File: src/rtl/mem_ctrl_pkg.sv
// rtl/mem_ctrl_pkg.sv - shared tags, size encodings, FSM types and IO-region helper for mem_ctrl
package mem_ctrl_pkg;

    localparam logic TRUE  = 1'b1;
    localparam logic FALSE = 1'b0;

    localparam logic LOAD  = 1'b0;
    localparam logic STORE = 1'b1;

    localparam logic [2:0] SIZE_B = 3'b001;
    localparam logic [2:0] SIZE_H = 3'b010;
    localparam logic [2:0] SIZE_W = 3'b100;

    typedef enum logic [1:0] {
        ST_IDLE,
        ST_READ,
        ST_WRITE,
        ST_DONE
    } state_e;

    typedef enum logic {
        OWN_IF  = 1'b0,
        OWN_LSB = 1'b1
    } owner_e;

    function automatic logic in_io_region(input logic [31:0] addr, input logic [1:0] io_hi);
        return addr[17:16] == io_hi;
    endfunction

endpackage

File: src/rtl/mem_req_arb.sv
// rtl/mem_req_arb.sv - RAM port grant selection; MEM_CTRL_RR_ARB_EN selects round-robin, else LSB-first
module mem_req_arb
    import mem_ctrl_pkg::*;
(
`ifdef MEM_CTRL_RR_ARB_EN
    input  logic   clk,
    input  logic   rst,
    input  logic   rdy,
    input  logic   accept,
`endif
    input  logic   if_req,
    input  logic   lsb_req,
    output logic   grant_valid,
    output owner_e grant_owner
);

    assign grant_valid = if_req | lsb_req;

`ifdef MEM_CTRL_RR_ARB_EN
    owner_e last_q;
    owner_e last_d;

    // On a tie the owner served last time yields.
    always_comb begin
        if (lsb_req && (!if_req || last_q == OWN_IF)) begin
            grant_owner = OWN_LSB;
        end else begin
            grant_owner = OWN_IF;
        end
        last_d = last_q;
        if (accept && grant_valid) begin
            last_d = grant_owner;
        end
    end

    always_ff @(posedge clk or negedge rst) begin
        if (!rst) begin
            last_q <= OWN_IF;
        end else if (rdy) begin
            last_q <= last_d;
        end
    end
`else
    assign grant_owner = lsb_req ? OWN_LSB : OWN_IF;
`endif

endmodule

File: src/rtl/mem_ctrl.sv
// rtl/mem_ctrl.sv - byte-serial RAM port controller for IFetch and LSB; MEM_CTRL_RR_ARB_EN enables round-robin grant
module mem_ctrl
    import mem_ctrl_pkg::*;
#(
    parameter logic [1:0] IO_BASE_HI = 2'b11
) (
    input  logic        clk,
    input  logic        rst,
    input  logic        rdy,
    input  logic        jump_flag,
    input  logic        if_enable,
    input  logic [31:0] if_addr,
    output logic        if_success,
    output logic [31:0] if_data,
    input  logic        lsb_enable,
    input  logic        lsb_wr_tag,
    input  logic [2:0]  lsb_size,
    input  logic [31:0] lsb_addr,
    input  logic [31:0] lsb_wdata,
    output logic        lsb_success,
    output logic [31:0] lsb_rdata,
    input  logic [7:0]  mem_din,
    output logic [7:0]  mem_dout,
    output logic [31:0] mem_a,
    output logic        mem_wr,
    input  logic        io_buffer_full
);

    state_e      state_q, state_d;
    owner_e      owner_q, owner_d;
    logic [2:0]  idx_q, idx_d;
    logic [2:0]  size_q, size_d;
    logic [31:0] addr_q, addr_d;
    logic [31:0] wdata_q, wdata_d;
    logic [31:0] buf_q, buf_d;
    logic [31:0] mem_a_q, mem_a_d;
    logic [7:0]  mem_dout_q, mem_dout_d;
    logic        wr_q, wr_d;
    logic        if_success_q, if_success_d;
    logic [31:0] if_data_q, if_data_d;
    logic        lsb_success_q, lsb_success_d;
    logic [31:0] lsb_rdata_q, lsb_rdata_d;

    logic        grant_valid;
    owner_e      grant_owner;
    logic        io_stall;
    logic        jump_kill;
    logic        grant_store;
    logic [2:0]  idx_nxt;
    logic [1:0]  cap_byte;
    logic [31:0] wshift;

    mem_req_arb u_arb (
`ifdef MEM_CTRL_RR_ARB_EN
        .clk         (clk),
        .rst         (rst),
        .rdy         (rdy),
        .accept      (state_q == ST_IDLE),
`endif
        .if_req      (if_enable & ~jump_flag),
        .lsb_req     (lsb_enable),
        .grant_valid (grant_valid),
        .grant_owner (grant_owner)
    );

    // The IO write queue is checked live so a full queue blocks the strobe this very cycle.
    assign io_stall  = wr_q && in_io_region(mem_a_q, IO_BASE_HI) && io_buffer_full;
    assign jump_kill = jump_flag && (owner_q == OWN_IF);

    assign mem_wr      = wr_q & rdy & ~io_stall;
    assign mem_a       = mem_a_q;
    assign mem_dout    = mem_dout_q;
    assign if_success  = if_success_q;
    assign if_data     = if_data_q;
    assign lsb_success = lsb_success_q;
    assign lsb_rdata   = lsb_rdata_q;

    assign grant_store = (grant_owner == OWN_LSB) && (lsb_wr_tag == STORE);
    assign idx_nxt     = idx_q + 3'd1;
    assign cap_byte    = idx_q[1:0] - 2'd1;
    assign wshift      = wdata_q >> {idx_nxt, 3'b000};

    always_comb begin
        state_d       = state_q;
        owner_d       = owner_q;
        idx_d         = idx_q;
        size_d        = size_q;
        addr_d        = addr_q;
        wdata_d       = wdata_q;
        buf_d         = buf_q;
        mem_a_d       = mem_a_q;
        mem_dout_d    = mem_dout_q;
        wr_d          = wr_q;
        if_success_d  = FALSE;
        if_data_d     = if_data_q;
        lsb_success_d = FALSE;
        lsb_rdata_d   = lsb_rdata_q;

        case (state_q)
            ST_IDLE: begin
                if (grant_valid) begin
                    owner_d    = grant_owner;
                    addr_d     = (grant_owner == OWN_LSB) ? lsb_addr : if_addr;
                    size_d     = (grant_owner == OWN_LSB) ? lsb_size : SIZE_W;
                    wdata_d    = lsb_wdata;
                    buf_d      = 32'd0;
                    idx_d      = 3'd0;
                    mem_a_d    = (grant_owner == OWN_LSB) ? lsb_addr : if_addr;
                    mem_dout_d = grant_store ? lsb_wdata[7:0] : 8'd0;
                    wr_d       = grant_store;
                    state_d    = grant_store ? ST_WRITE : ST_READ;
                end
            end

            ST_READ: begin
                if (jump_kill) begin
                    state_d = ST_IDLE;
                    idx_d   = 3'd0;
                    mem_a_d = 32'd0;
                end else begin
                    // mem_din carries the byte addressed one cycle ago.
                    if (idx_q != 3'd0) begin
                        case (cap_byte)
                            2'd0:    buf_d[7:0]   = mem_din;
                            2'd1:    buf_d[15:8]  = mem_din;
                            2'd2:    buf_d[23:16] = mem_din;
                            default: buf_d[31:24] = mem_din;
                        endcase
                    end
                    if (idx_q == size_q) begin
                        state_d = ST_DONE;
                        mem_a_d = 32'd0;
                        if (owner_q == OWN_IF) begin
                            if_success_d = TRUE;
                            if_data_d    = buf_d;
                        end else begin
                            lsb_success_d = TRUE;
                            lsb_rdata_d   = buf_d;
                        end
                    end else begin
                        idx_d   = idx_nxt;
                        mem_a_d = (idx_nxt == size_q) ? 32'd0 : addr_q + {29'd0, idx_nxt};
                    end
                end
            end

            ST_WRITE: begin
                if (idx_q == size_q) begin
                    state_d = ST_DONE;
                end else if (!io_stall) begin
                    idx_d = idx_nxt;
                    if (idx_nxt == size_q) begin
                        wr_d          = FALSE;
                        mem_a_d       = 32'd0;
                        mem_dout_d    = 8'd0;
                        lsb_success_d = TRUE;
                    end else begin
                        mem_a_d    = addr_q + {29'd0, idx_nxt};
                        mem_dout_d = wshift[7:0];
                    end
                end
            end

            default: begin
                state_d = ST_IDLE;
            end
        endcase
    end

    always_ff @(posedge clk or negedge rst) begin
        if (!rst) begin
            state_q       <= ST_IDLE;
            owner_q       <= OWN_IF;
            idx_q         <= 3'd0;
            size_q        <= 3'd0;
            addr_q        <= 32'd0;
            wdata_q       <= 32'd0;
            buf_q         <= 32'd0;
            mem_a_q       <= 32'd0;
            mem_dout_q    <= 8'd0;
            wr_q          <= 1'b0;
            if_success_q  <= 1'b0;
            if_data_q     <= 32'd0;
            lsb_success_q <= 1'b0;
            lsb_rdata_q   <= 32'd0;
        end else if (rdy) begin
            state_q       <= state_d;
            owner_q       <= owner_d;
            idx_q         <= idx_d;
            size_q        <= size_d;
            addr_q        <= addr_d;
            wdata_q       <= wdata_d;
            buf_q         <= buf_d;
            mem_a_q       <= mem_a_d;
            mem_dout_q    <= mem_dout_d;
            wr_q          <= wr_d;
            if_success_q  <= if_success_d;
            if_data_q     <= if_data_d;
            lsb_success_q <= lsb_success_d;
            lsb_rdata_q   <= lsb_rdata_d;
        end
    end

endmodule

File: config.mk
export PLATFORM = sky130hd
export DESIGN_NAME = mem_ctrl
export DESIGN_NICKNAME = d
export VERILOG_FILES = /design/src/rtl/mem_ctrl_pkg.sv /design/src/rtl/mem_req_arb.sv /design/src/rtl/mem_ctrl.sv
export SDC_FILE = /design/constraint.sdc
export NUM_CORES = 1
export LEC_CHECK = 0
export ABC_AREA = 1
export BUFFER_PORTS_ARGS = -buffer_cell sky130_fd_sc_hd__buf_4
export CAP_MARGIN = 20
export CORE_ASPECT_RATIO = 1.1
export CORE_UTILIZATION = 50
export DETAILED_ROUTE_END_ITERATION = 8
export PLACE_DENSITY_LB_ADDON = 0.08
export SLEW_MARGIN = 10
export SYNTH_ARGS = -nofsm -noshare
export SYNTH_HDL_FRONTEND = slang
export SYNTH_HIERARCHICAL = 1
export SYNTH_SLANG_ARGS = --single-unit
File: constraint.sdc
create_clock -name clk -period 2.68 [get_ports clk]
set_input_delay 0.134 -clock clk [delete_from_list [all_inputs] [get_ports clk]]
set_output_delay 0.134 -clock clk [all_outputs]
set_load 0.1 [all_outputs]
======== After elaboration in Yosys (flattened, before gate mapping) ========
Index checks and enable logic that the tools add are counted.
word-level totals
  flip-flop bits (word level) ............. 212
  bits in latches ......................... 0
  memory bits (writable) .................. 0
  bits in read-only memories .............. 0
  bits of input ports ..................... 115
  output and inout port bits .............. 107
  logic and storage cells ................. 110
  memories ................................ 0
operators by class
  add/subtract/negate cells ............... 3
  multiply operators ...................... 0
  div/mod/pow operators ................... 0
  $lt $le $gt $ge ......................... 0
  equality and inequality tests ........... 13
  shifts and indexed selects .............. 1
  mux-type cells .......................... 51
  bitwise operators ....................... 8
  reduce and logical (&&, ||, !) cells .... 20
operator list
  operator              count
  $mux W32              10
  $pmux W32 S3          1
  $mux W8               9
  $pmux W32 S2          1
  $add A32 B3 Y32       1
  $shr A32 B6 Y8        1
  $reduce_and A5 Y1     4
  $mux W3               6
  $pmux W8 S2           1
  $mux W1               15
  $reduce_and A6 Y1     2
  $ne A2 B2 Y1 const B  5
  $pmux W3 S3           1
  $mux W2               4
  $eq A2 B2 Y1 const B  3
  $eq A3 B3 Y1          2
  $pmux W2 S3           1
  $reduce_bool A3 Y1    2
  $eq A2 B1 Y1 const B  2
  $logic_and A1 B1 Y1   4
  $logic_not A2 Y1      2
  $not A1 Y1            4
  $pmux W1 S2           2
  $reduce_and A4 Y1     1
  other kinds (9)       12

======== Depth between registers and ports, before layout ========
Gate-level depths: netlist of run 1.
  word-level depth ........................ 7
  gate-level depth with buffers ........... 19
  depth with buffers taken out ............ 16

======== Modules after synthesis ========
Netlist of run 1, hierarchy kept.
modules (own cells, without submodules)
  module       times used  cells each  area each (µm²)  sequential area each (µm²)
  mem_ctrl     1           1311        10724.0          5305.1
  mem_req_arb  1           4           18.8             0.0

======== Worst setup path before layout of run 1 ========
No wires, ideal clock.
  path kind ............................... register -> register
  start point ............................. reg idx_q[0]
  end point ............................... reg mem_a_q[22] (netlist: mem_a[22])
  arrival ................................. 2844 ps
  setup slack ............................. -241 ps
  stages on the path, launching flop included .. 18
  clock period less this slack ............ 2921 ps
  cells stage by stage .................... dfrtp_1 buf_6 inv_6 clkbuf_1 ha_1 buf_2 inv_1 buf_2 fa_1 inv_1 nand3_1 nand2_1 nand2_1 nor2_2 nand2_1 o21bai_1 nand3_1 a21boi_1
on the way
  longest elaborated chain between the ends .. 6
  elaborated cells between the ends (all ways) .. 12
RTL lines
  item                                                    line                                               text
  start, declared                                         mem_ctrl.sv:31                                     logic [2:0] idx_q, idx_d;
  start signal, assigned                                  mem_ctrl.sv:189                                    idx_q <= idx_d;
  $add A3 B1 Y3                                           mem_ctrl.sv:79                                     assign idx_nxt = idx_q + 3'd1;
  $add A32 B3 Y32 / $eq A3 B3 Y1 (equally long branches)  mem_ctrl.sv:142, mem_ctrl.sv:158, mem_ctrl.sv:152
  $mux W32                                                mem_ctrl.sv:142, mem_ctrl.sv:152
  $mux W32, on equally long branches                      mem_ctrl.sv:150, mem_ctrl.sv:130
  $mux W32, on equally long branches                      mem_ctrl.sv:148, mem_ctrl.sv:116
  $pmux W32 S3                                            mem_ctrl.sv:99                                     case (state_q)
  end signal, assigned                                    mem_ctrl.sv:194                                    mem_a_q <= mem_a_d;
  end, declared                                           mem_ctrl.sv:36                                     logic [31:0] mem_a_q, mem_a_d;
Several ways; a longest one is shown, not always the timed one. The select of a mux whose other input is x is not followed.
A chain may end at the register's enable or synchronous reset.

======== Final worst setup path of run 1 ========
  start point ............................. reg idx_q[0]
  end point ............................... reg mem_a_q[20] (netlist: mem_a[20])
Same word-level chain as after synthesis.

==> results of run 1 <==
-- worst register-to-register path, stage by stage (launching register included) --
cell and delay (ps):
dfrtp_1 430, inv_6 120, ha_1 340, inv_1 70
fa_1 380, inv_1 90, nand3_1 80, nand2_2 130
nand4_1 220, buf_4 220, o21bai_1 120, nand3_1 80
a21boi_1 120
-- layout make-up --
type | instances | area [sq um]
fill | 1755 | 6520
sequential | 212 | 5310
multi-input combinational | 913 | 4620
timing repair buffer | 330 | 2790
clock buffer | 30 | 652
inverter | 129 | 489
tap | 285 | 357
clock inverter | 7 | 113
-- worst paths after layout --
kind	from	end	slack, ps	cells after the start
worst max-delay path	idx_q[0]	mem_a[20]	210	12
worst min-delay path	if_addr[3]	addr_q[3]	30	3
worst max register to register	idx_q[0]	mem_a[20]	210	12
worst min register to register	wdata_q[8]	wdata_q[8]	470	2
max in group asynchronous	rst	idx_q[1]	1690	3
min in group asynchronous	rst	if_data[6]	200	2
-- routing by layer --
metal  track usage (%)  vias up
li1                  -     4832
met1              37.8     4599
met2              45.6      256
met3              3.41       48
met4              7.83        0
met5                 0        -
-- registers in the layout (all words and copies together), names as in the netlist, 2 cells and up --
| register | count |
|---|---|
| mem_a | 32 |
| addr_q | 32 |
| idx_q | 3 |
| buf_q | 32 |
| if_data | 32 |
| mem_dout | 8 |
| size_q | 3 |
| state_q | 2 |
| wdata_q | 32 |
| lsb_rdata | 32 |
-- power groups by stage --
stage | registers (uW) | logic, uW | clock network (uW)
2_1_floorplan | 9700 | 3210 | 0
3_3_place_gp | 5410 | 9760 | 0
3_5_place_dp | 5400 | 9870 | 0
4_1_cts | 5380 | 10000 | 3290
5_1_grt | 5550 | 10700 | 3420
6_report | 5390 | 9990 | 3230
-- cells in the final DEF, fill, tap and decap left out, drive strengths merged --
master | Yosys | final
nor3 | 7 | 7
dfrtp | 212 | 212
a21oi | 23 | 23
o21ai | 131 | 131
o22ai | 34 | 34
clkbuf | 21 | 30
or2 | 5 | 5
nand3 | 45 | 45
xor2 | 4 | 4
nor2 | 115 | 115
a22oi | 10 | 10
dlygate4sd3 | 0 | 88
nand3b | 2 | 2
nand4 | 14 | 14
nand2 | 408 | 408
clkinvlp | 0 | 1
xnor2 | 7 | 7
o31ai | 2 | 2
buf | 40 | 242
mux2i | 31 | 31
ha | 14 | 14
bufinv | 0 | 3
o21bai | 4 | 4
fa | 1 | 1
clkinv | 0 | 3
o21a | 32 | 32
mux2 | 1 | 1
a21boi | 23 | 23
inv | 129 | 129
-- per-stage QoR --
step	hold WS, ps	area, sq um	TNS [ps]
after floorplan	-162	10800	0
after global placement	152	12700	0
after detailed placement	148	12700	0
after CTS	2.17	14300	0
after global routing	20.4	14300	-1.48
final	30.7	14300	0
-- timing repair --
action / in CTS / in global routing
resized for setup: 0 / 4
setup buffers: 0 / 1
hold endpoints to repair: 135 / 0
setup endpoints to repair: 0 / 9
hold buffers: 88 / 0
-- cell families after synthesis --
| kind of cell | count (synthesis) | synth area share (%) |
|---|---|---|
| flops | 212 | 49.4 |
| xor+xnor | 11 | 0.967 |
| mux | 32 | 2.99 |
| compound gates | 259 | 14.2 |
| fa+ha+maj | 15 | 1.82 |
| buf+inv | 190 | 7.90 |
| simple gates | 596 | 22.7 |
==> reports/metrics.csv, run 1 <==
metric;value;unit
status;finished clean;
cts_tree;yes;
synthCells;1315;
clkLatencyLatePin;500;ps
critical-path-top-delay-family;adder cells;
rows;55;
totalWireLength;29.4;mm
slew_headroom;55.6;%
numCtsBuffers;23;
hp-class;in2reg;
vias;9735;
start_util;51.5;%
dp_hpwl;20.1;mm
yosys.area.top_type;dfrtp_1;
p_seq_share;29.0;%
timing.final.ws_setup;211;ps
die_y;156;um
area_growth;33.4;%
netlist_area;10700;sq um
place_inst;1780;
power_frac_comb;53.7;%
finalCriticalPeriod;2470;ps
yosysWarnings;6;
cts_root_buf;clkbuf_16;
switching_power;9670;uW
wl_met1;13.3;mm
wl_met2;14.1;mm
wl_met3;1.29;mm
grt_max_degree;104;
overflow;0;
clockPowerShare;17.4;%
tightest_slew;666;ps
synth_seq_area_share;49.4;%
path_cells;inv_6 -> ha_1 -> inv_1 -> fa_1 -> inv_1 -> nand3_1 -> nand2_2 -> nand4_1 -> buf_4 -> o21bai_1 -> nand3_1 -> a21boi_1;
clock_sink_count;212;
period_share;92.1;%
stdcell_count;1906;
postRouteAntennaNets;0;
globalplace.congestion;0.868;
setup_viol;0;
cp.arrival;2900;ps
synth-seq-cells;212;
nets;1739;
fin_skew;6.86;ps
synthArstFlopShare;100;%
yosysMostFrequentCell;nand2_1;
grt_usage;27.4;%
power;18600;uW
power.share.switching;52.0;%
vdd_drop_max;0.832;mV
synth_edf_count;0;
drc;0;
cap_violations;0;
synth.distinct_cells;41;
synth_nets;1445;
slowest_stage;dfrtp_1;
grt_pass1_vias;9482;
ys.flop_type;dfrtp_1;
port_buffers;221;
cp-start-kind;flip-flop;
h-tree-depth;1;
rsz0062_at_grt;true;
grt_antenna_before_repair;0;
diodes;0;
clkTransAtPathRegs;60;ps
ios;222;
dieArea;22100;sq um
drv_slew;0;
avgSynthCellArea;8.17;sq um
top_layer;met4;
drive_above_1_share;19.6;%
p_leak;0.00722;uW
slowest_delay;430;ps
core-area;20900;sq um
dieWidth;142;um
utilization;68.7;%
avgViaCountPerCell;5.11;
drt_first_pass_iters;5;
path_class;reg2reg;
dr.first_iter.drc_count;504;
crit_fanout;22;
post_drt_wl_per_cell;15.4;um
synth_top_area_share;49.4;%
p_per_area;1300;nW/um^2
synthTopCellsByArea;dfrtp_1 49%, nand2_1 14%, o21ai_0 5.2%;
crit_buf_inv;4;
worstPathRequired;3110;ps
p_int;8940;uW
pre_cts_ws;177;ps
clk_path_buf_depth;3;
hold_viol;0;
endpoint_kind;flip-flop;
synth_common_cells;403 x nand2_1, 212 x dfrtp_1, 123 x inv_1, 111 x o21ai_0, 107 x nor2_1;
fmax;0.405;GHz
grt_pass1_wl;48.5;mm
Power figures use the tool's default switching activity.
==> inputs of run 2 (changes only) <==
CORE_ASPECT_RATIO = 0.9   (was 1.1)
==> run 2 against run 1 <==
The run now ends with negative hold slack left. Largest cell class unchanged. Non-clock buffer count unchanged. Worst hold slack worse by 31 ps. Total power down 0.69%. Sequential share of layout area up 0.15 points. Combinational power about the same. Via count up 0.93%. Core utilization down 0.61 points. First-iteration DRC count up 47%. Register-to-register slack about the same. Worst setup slack worse by 13 ps. Die area about the same. Fmax down 0.51%.
==> reports/metrics.csv, run 2 (synthesis gave the netlist of run 1 again) <==
metric;value;unit
start_util;51.3;%
hold_viol;1;
cts_tree;yes;
die_y;141;um
slowest_delay;450;ps
grt_pass1_wl;49.0;mm
h-tree-depth;1;
fillCellCount;1790;
overflow;0;
area_growth;32.9;%
ios;222;
drv_slew;0;
crit_fanout;22;
setup_viol;0;
port_buffers;221;
timing.setup.tns;0;ps
slew_headroom;54.3;%
drc;0;
path_class;reg2reg;
slowest_stage;dfrtp_2;
grt_antenna_before_repair;0;
status;finished, violations left;
fmax;0.403;GHz
timing.rr.end;mem_a[5];
clkLatencyLatePin;510;ps
finalCriticalPeriod;2480;ps
power;18500;uW
drt_first_pass_iters;5;
post_drt_wl_per_cell;15.8;um
rsz0062_at_grt;false;
worstPathRequired;3070;ps
grt_pass1_vias;9340;
whs;-0.433;ps
globalplace.congestion;0.869;
vdd_drop_max;0.836;mV
cp.arrival;2870;ps
clk_path_buf_depth;3;
endpoint_kind;flip-flop;
totalWireLength;30.3;mm
dieArea;22100;sq um
rows;50;
dr.first_iter.drc_count;742;
nets;1739;
r2r_cells;11;
diodes;0;
period_share;92.6;%
path_cells;inv_6 -> ha_1 -> buf_4 -> ha_1 -> nand2_1 -> nor2_2 -> nor2_1 -> nor2_1 -> or2_2 -> nand3_1 -> a21boi_1;
r2r_start;idx_q[0];
grt_max_degree;80;
p_leak;0.00719;uW
hold_depth;3;
hold_start;if_addr[3];
clkTransAtPathRegs;60;ps
drive_above_1_share;19.8;%
p_per_area;1290;nW/um^2
grt_usage;27.9;%
timing.final.ws_setup;198;ps
violations;negative hold slack;
mostFrequentLayoutCells;399 x nand2_1, 238 x buf_4, 210 x dfrtp_1;
dieWidth;157;um
hold_end;addr_q[3];
clock_sink_count;212;
reg2reg_setup_slack;200;ps
hp-class;in2reg;
postRouteAntennaNets;0;
cap_violations;0;
dp_hpwl;20.8;mm
numCtsBuffers;23;
layout_commonest_cell;nand2_1;
cp-start-kind;flip-flop;
tightest_slew;686;ps
avgViaCountPerCell;5.15;
core-area;21000;sq um
pre_cts_ws;133;ps
cts_root_buf;clkbuf_16;
fin_skew;8.36;ps
vias;9826;
run 2: final cells by class:
type                    count  area [sq um]  area share [%]
clock buffers              37           708            4.96
clock inverters             2          10.0          0.0701
inverters                 129           489            3.43
multi-input cells         913          4630            32.5
flip-flops and latches    212          5310            37.2
well taps                 286           358            2.51
repair buffers            330          2770            19.4
run 2: worst max-delay path, delay by kind of cell, from the launching register on:
kind	cells	cell delay (ps)
and+or+nand+nor	6	920
adders and majority gates	2	560
DFF	1	450
buffers and inverters	2	380
AOI/OAI and AO/OA	1	70
run 2: worst max path at each step:
| stage | endpoint | slack (ps) | startpoint | depth (start not counted) |
|---|---|---|---|---|
| after detailed placement | mem_a[27] | 130 | idx_q[0] | 12 |
| after global placement | mem_a[27] | 250 | idx_q[0] | 12 |
| after floorplan | mem_a[30] | 2 | idx_q[0] | 18 |
| final | mem_a[5] | 200 | idx_q[0] | 11 |
| after global routing | mem_a[5] | 0.9 | idx_q[0] | 13 |
| after CTS | mem_a[15] | 140 | idx_q[0] | 11 |
run 2: where the power goes:
part           internal [uW]  switching [uW]  total (uW)  leakage (uW)
Combinational           2520            7500       10000       0.00413
Sequential              4450             985        5430       0.00271
Clock                   1790            1240        3030      0.000356
run 2: metal layers:
metal,routed length [um],vias up,GRT usage (%)
li1,-,4831,-
met3,1600,43,3.72
met2,13900,305,44.5
met4,553,0,5.88
met5,0,-,0
met1,14200,4647,40.7
run 2: through the flow:
stage          utilization [%]  cell area (sq um)  std cells
2_1_floorplan                -              10800       1315
3_3_place_gp              60.5              12700       1784
3_5_place_dp              60.5              12700       1784
4_1_cts                   68.0              14200       1908
5_1_grt                   68.1              14300       1909
6_report                  68.1              14300       1909
run 2: what timing repair did:
action	CTS	global route
endpoints found under the hold margin	137	0
hold buffers	85	0
setup endpoints to repair	0	17
setup buffers	0	1
resized for setup	0	8
